File: config.mk
export PLATFORM = sky130hd
export DESIGN_NAME = uart_rx_deserializer
export DESIGN_NICKNAME = d
export VERILOG_FILES = /design/src/rtl/uart_rx_deserializer.sv
export SDC_FILE = /design/constraint.sdc
export NUM_CORES = 1
export LEC_CHECK = 0
export ABC_AREA = 1
export CELL_PAD_IN_SITES_DETAIL_PLACEMENT = 0
export CELL_PAD_IN_SITES_GLOBAL_PLACEMENT = 1
export CORE_MARGIN = 2
export CORE_UTILIZATION = 25
export DETAILED_ROUTE_END_ITERATION = 7
export PLACE_DENSITY_LB_ADDON = 0.25
export SLEW_MARGIN = 20
export SYNTH_ARGS = -nofsm -noshare
export SYNTH_HDL_FRONTEND = slang
export SYNTH_SLANG_ARGS = --single-unit
File: constraint.sdc
create_clock -name theclk -period 2.85 [get_ports theclk]
set_input_delay 0.855 -clock theclk [delete_from_list [all_inputs] [get_ports theclk]]
set_output_delay 0.855 -clock theclk [all_outputs]
set_load 0.02 [all_outputs]
File: src/rtl/uart_rx_deserializer.sv
// 8N1 UART receiver: synchronizes the raw TX pad, samples each bit at its mid-point
// and emits one byte per good frame with a single-cycle valid strobe.
module uart_rx_deserializer #(
    parameter int BAUD_DIV    = 434,
    parameter int SYNC_STAGES = 2
) (
    input  logic       theclk,
    input  logic       theresetn,
    input  logic       rx,
    output logic [7:0] uart_data,
    output logic       uart_data_valid,
    output logic       frame_err,
    output logic       rx_busy
);

    localparam int CW = $clog2(BAUD_DIV);
    // The tick counter counts down to zero, so an N-cycle interval loads N-1.
    localparam logic [CW-1:0] FULL_LOAD = CW'(BAUD_DIV - 1);
    localparam logic [CW-1:0] HALF_LOAD = CW'(BAUD_DIV / 2 - 1);

    typedef enum logic [2:0] {
        IDLE  = 3'd0,
        START = 3'd1,
        DATA  = 3'd2,
        STOP  = 3'd3,
        BRK   = 3'd4
    } state_t;

    state_t                 state;
    state_t                 state_next;
    logic [SYNC_STAGES-1:0] sync_q;
    logic                   rx_s;
    logic [CW-1:0]          tick_cnt;
    logic [2:0]             bit_idx;
    logic [7:0]             shreg;
    logic                   tick_done;
    logic                   load_half;
    logic                   load_full;
    logic                   clear_idx;
    logic                   shift_en;
    logic                   good_stop;
    logic                   bad_stop;

    // Synchronizer resets to the idle line level so reset never looks like a start bit.
    always_ff @(posedge theclk or negedge theresetn) begin
        if (!theresetn) begin
            sync_q <= '1;
        end else begin
            sync_q <= {sync_q[SYNC_STAGES-2:0], rx};
        end
    end

    assign rx_s      = sync_q[SYNC_STAGES-1];
    assign tick_done = (tick_cnt == '0);

    always_ff @(posedge theclk or negedge theresetn) begin
        if (!theresetn) begin
            state <= IDLE;
        end else begin
            state <= state_next;
        end
    end

    always_comb begin
        state_next = state;
        case (state)
            IDLE:    if (!rx_s) state_next = START;
            START:   if (tick_done) state_next = rx_s ? IDLE : DATA;
            DATA:    if (tick_done && (bit_idx == 3'd7)) state_next = STOP;
            STOP:    if (tick_done) state_next = rx_s ? IDLE : BRK;
            BRK:     if (rx_s) state_next = IDLE;
            default: state_next = IDLE;
        endcase
    end

    always_comb begin
        rx_busy   = (state != IDLE);
        load_half = (state == IDLE) && !rx_s;
        clear_idx = (state == START) && tick_done && !rx_s;
        shift_en  = (state == DATA) && tick_done;
        load_full = clear_idx || shift_en;
        good_stop = (state == STOP) && tick_done && rx_s;
        bad_stop  = (state == STOP) && tick_done && !rx_s;
    end

    always_ff @(posedge theclk or negedge theresetn) begin
        if (!theresetn) begin
            tick_cnt        <= '0;
            bit_idx         <= 3'd0;
            shreg           <= 8'h00;
            uart_data       <= 8'h00;
            uart_data_valid <= 1'b0;
            frame_err       <= 1'b0;
        end else begin
            if (load_half) begin
                tick_cnt <= HALF_LOAD;
            end else if (load_full) begin
                tick_cnt <= FULL_LOAD;
            end else if (!tick_done) begin
                tick_cnt <= tick_cnt - CW'(1);
            end

            if (clear_idx) begin
                bit_idx <= 3'd0;
            end else if (shift_en) begin
                bit_idx <= bit_idx + 3'd1;
            end

            // LSB arrives first, so after eight right shifts it sits at bit 0.
            if (shift_en) begin
                shreg <= {rx_s, shreg[7:1]};
            end

            if (good_stop) begin
                uart_data <= shreg;
            end
            uart_data_valid <= good_stop;
            frame_err       <= bad_stop;
        end
    end

endmodule

Word level (Yosys, flattened, before mapping):

Cells that the tools add are included.

* flip-flop bits (word level): 35
* bits of input ports: 3
* logic and storage cells: 49

* $add $sub $neg: 2
* eq/ne operators: 11
* mux-type cells: 13
* reductions and logical operators: 15

Operator list (number)
* two-way mux 9 bit: 3
* two-way mux 3 bit: 8
* one-hot mux 3 bit (5 select lines): 1
* != test 2 bit, second input constant: 5
* logical NOT 9 bit: 1
* subtractor 9 x 1 -> 9 bit, second input constant: 1
* logical AND 1 bit: 8
* == test 3 x 2 -> 1 bit, second input constant: 2
* == test 3 bit, second input constant: 2
* AND reduction 5 bit: 1
* adder 3 x 1 -> 3 bit, second input constant: 1
* == test 3 x 1 -> 1 bit, second input constant: 1
* logical NOT 3 bit: 1
* != test 3 x 1 -> 1 bit, second input constant: 1
* nonzero test 3 bit: 1
* two-way mux 2 bit: 1
* nonzero test 2 bit: 1
* logical NOT 1 bit: 1
* logical OR 1 bit: 1

Longest topological paths before layout:

* word-level depth: 6
* gate-level depth with buffers: 10
* gate-level depth less buffers: 9

Worst setup path before layout:

No wires, ideal clock.

* kind: flip-flop to flip-flop
* start point: register tick_cnt[0]
* end point: register shreg[6]
* data arrival time: 1.431 ns
* setup slack: 1.301 ns
* cell stages (with the launch flop): 9
* path buffers: 1
* clock period less this slack: 1.549 ns
* cell sequence: dfrtp_1 inv_1 ha_1 nand2_4 nor3_4 nand2_4 buf_6 nand2_2 o21ai_2

* longest elaborated chain between the ends: 2

RTL lines
* start, declared: RTL line 33 `logic [CW-1:0] tick_cnt;`
* start signal, assigned: RTL line 100 `tick_cnt <= tick_cnt - CW'(1);`
* logical NOT 9 bit: RTL line 54 `assign tick_done = (tick_cnt == '0);`
* logical AND 1 bit: RTL line 80 `shift_en = (state == DATA) && tick_done;`
* end signal, assigned: RTL line 111 `shreg <= {rx_s, shreg[7:1]};`
* end, declared: RTL line 35 `logic [7:0] shreg;`

Every way passes these cells.
A chain may end at the register's enable or synchronous reset.

Final worst setup path:

* start point: register state[1]
* end point: output rx_busy

* longest elaborated chain between the ends: 1

RTL lines
* start, declared: RTL line 29 `state_t state;`
* start signal, assigned: RTL line 60 `state <= state_next;`
* nonzero test 3 bit: RTL line 77 `rx_busy = (state != IDLE);`
* end, declared: RTL line 13 `output logic rx_busy`

Every way passes these cells.

==> flow_summary.json <==
{
  "synth_area_sq_um": 1670,
  "first_pass_iters": 4,
  "nNetsFinal": 202,
  "antenna_cells": 0,
  "worstPathRequired_ns": 2.00,
  "vias": 1175,
  "dr.first_iter.drc_count": 37,
  "status": "completed",
  "power_per_cell_area_nw_per_um2": 450,
  "initial_utilization_pct": 26.0,
  "yosysWarnings": 0,
  "clk_pin_slew_ns": 0.07,
  "cts-resized-gates": 0,
  "end_kind": "primary output",
  "cts_setup_buffers": 0,
  "p_int_mw": 0.672,
  "setup_viol": 0,
  "syn_inst": 178,
  "grt-ovfl-total": 0,
  "seq_area_sq_um": 878,
  "timing.fmax_mhz": 433,
  "pwr-share-clk_pct": 41.6,
  "worst_slew_pin_slew_ns": 0.812,
  "finalClockSkew_ns": 0.00755,
  "wl_met3_um": 98,
  "switching_share_pct": 23.9,
  "critPathArrivalTime_ns": 1.45,
  "syn_nets": 184,
  "start_kind": "flop",
  "met2_length_um": 1470,
  "cts_tree": "built",
  "drt-met1-wl_um": 1610,
  "hold_viol": 0,
  "crit_fanout": 4,
  "viasPerCell": 4.29,
  "clock_latency_ns": 0.29,
  "cts_buffer_depth": 2,
  "synth_top_area_share_pct": 49.4,
  "cts.htree.levels": 2,
  "maxSlewViolCount": 0,
  "antenna_found_initial": 0,
  "irDropWorstVdd_v": 0.000214,
  "fin_tns_setup_ns": 0,
  "synth_largest_area_cell": "dfrtp_1",
  "holdWs_ns": 0.357,
  "switching_power_mw": 0.211,
  "rsz0062_at_grt": "false",
  "placed_cell_area_sq_um": 1870,
  "num_io_pins": 14,
  "dp_hpwl_um": 2260,
  "leakage_nw": 0.918,
  "r2r_setup_slack_ns": 1.09,
  "maxCapViolCount": 0,
  "wire_per_inst_um": 11.7,
  "hold_path_class": "reg -> reg",
  "grt_pass1_vias": 1199,
  "dp_cells": 266,
  "yosysSeqAreaShare_pct": 52.5,
  "area_delta_synth_final_pct": 17.2,
  "hold_buffers": 0,
  "synth_area_leaders": "dfrtp_1, nand2_1, o21ai_2, inv_1, nand3_1",
  "fin_total_pwr_mw": 0.882,
  "ys_ff_latch": 35,
  "layout-drive-gt1-share_pct": 21.3,
  "grt_max_degree": 36,
  "highest_layer": "met4",
  "p_comb_share_pct": 1.7,
  "layout_commonest_cell": "nand2_1",
  "grt_pass1_wl_um": 5580,
  "relSlewSlack_pct": 45.9,
  "post-route-period-util_pct": 81.0,
  "clock-sinks": 35,
  "avgSynthCellArea_sq_um": 9.39,
  "multi_input_area_sq_um": 684,
  "path_class": "reg -> out",
  "root_buffer": "clkbuf_8",
  "numCtsBuffers": 5,
  "grt_use_total_pct": 9.78,
  "stdcell_count": 274,
  "core_sq_um": 6420,
  "num_rows": 29,
  "final_cell_mix": "nand2_1, dfrtp_1, inv_1",
  "routabilityCongestion": 0.728,
  "fillers": 696,
  "drtAntennaViolNets": 0,
  "die_area_sq_um": 7360,
  "die_y_um": 85.8,
  "final_area_sq_um": 1960,
  "routed_wl_um": 3220,
  "fp.dieW_um": 85.8,
  "synth_cell_types": 23,
  "p_seq_share_pct": 56.7,
  "route.detailed.drc": 0,
  "port_buffers": 13,
  "fin_crit_ns": 2.31
}
## power by group through the flow
stage	clock, mW	combinational [mW]	sequential, mW
after global placement	0	0.0169	0.510
after detailed placement	0	0.0167	0.510
after CTS	0.384	0.0165	0.500
after global routing	0.405	0.0183	0.501
after floorplan	0	0.00288	0.510
final	0.367	0.0153	0.500
## through the flow
step | setup slack (ns) | utilization [%]
2_1_floorplan | 1.30 | -
3_3_place_gp | 0.855 | 29.1
3_5_place_dp | 0.847 | 29.1
4_1_cts | 0.524 | 30.5
5_1_grt | 0.474 | 30.5
6_report | 0.542 | 30.5
## sequential cells by signal (all words and copies together), names as in the netlist
name and flops:
bit_idx 3, frame_err 1, tick_cnt 9, sync_q 2, state 3, shreg 8
uart_data 8, uart_data_valid 1
## cells by family (layout without fill, tap and decap cells)
| kind of cell | Yosys count | after routing | synth area share [%] |
|---|---|---|---|
| flip-flops | 35 | 35 | 52.5 |
| AO/OA/AOI/OAI | 27 | 27 | 12.1 |
| buffers and inverters | 25 | 44 | 6.51 |
| AND/OR/NAND/NOR | 87 | 87 | 26.0 |
| adder cells (fa/ha/maj) | 3 | 3 | 2.25 |
| XOR/XNOR | 1 | 1 | 0.524 |
## Yosys cell counts
master    n
o31ai_1   1
dfstp_2   2
dfrtp_1  33
nand3_1  11
ha_1      3
nand4_1   6
nand2_1  46
nand2_4   4
nor3_1    2
o21ai_0   5
nor2_2    2
inv_2     1
inv_1    22
nor2_4    3
a21oi_1   3
xor2_1    1
nor2_1    9
o21ai_2  17
nand2_2   2
nor3_4    1
or2_2     1
o22ai_1   1
buf_6     2
## final timing paths
kind,start,endpoint,depth (start not counted)
worst max register to register,tick_cnt[0],uart_data[2],9
worst min register to register,sync_q[0],sync_q[1],0
min in group asynchronous,theresetn,tick_cnt[7],1
worst min-delay path,sync_q[0],sync_q[1],0
max in group asynchronous,theresetn,uart_data[4],1
worst max-delay path,state[1],rx_busy,3
## final cells by class
type	instances	area share (%)
Sequential cell	35	44.8
Timing Repair Buffer	13	6.39
Clock inverter	3	1.02
Tap cell	77	4.92
Inverter	23	4.41
Multi-Input combinational cell	118	34.9
Clock buffer	5	3.51
## worst max-delay path, cell delays in order, from the launching register on
cell and delay [ns]:
dfrtp_1 0.41, nor2_1 0.14, nand2_1 0.08, clkdlybuf4s50_1 0.54
## routing by layer
metal,vias to the layer above,track usage [%]
met5,-,0
met4,0,3.90
met3,4,3.46
met2,14,15.2
met1,545,12.4
li1,612,-
No activity file was read; power rests on OpenSTA's default activity.
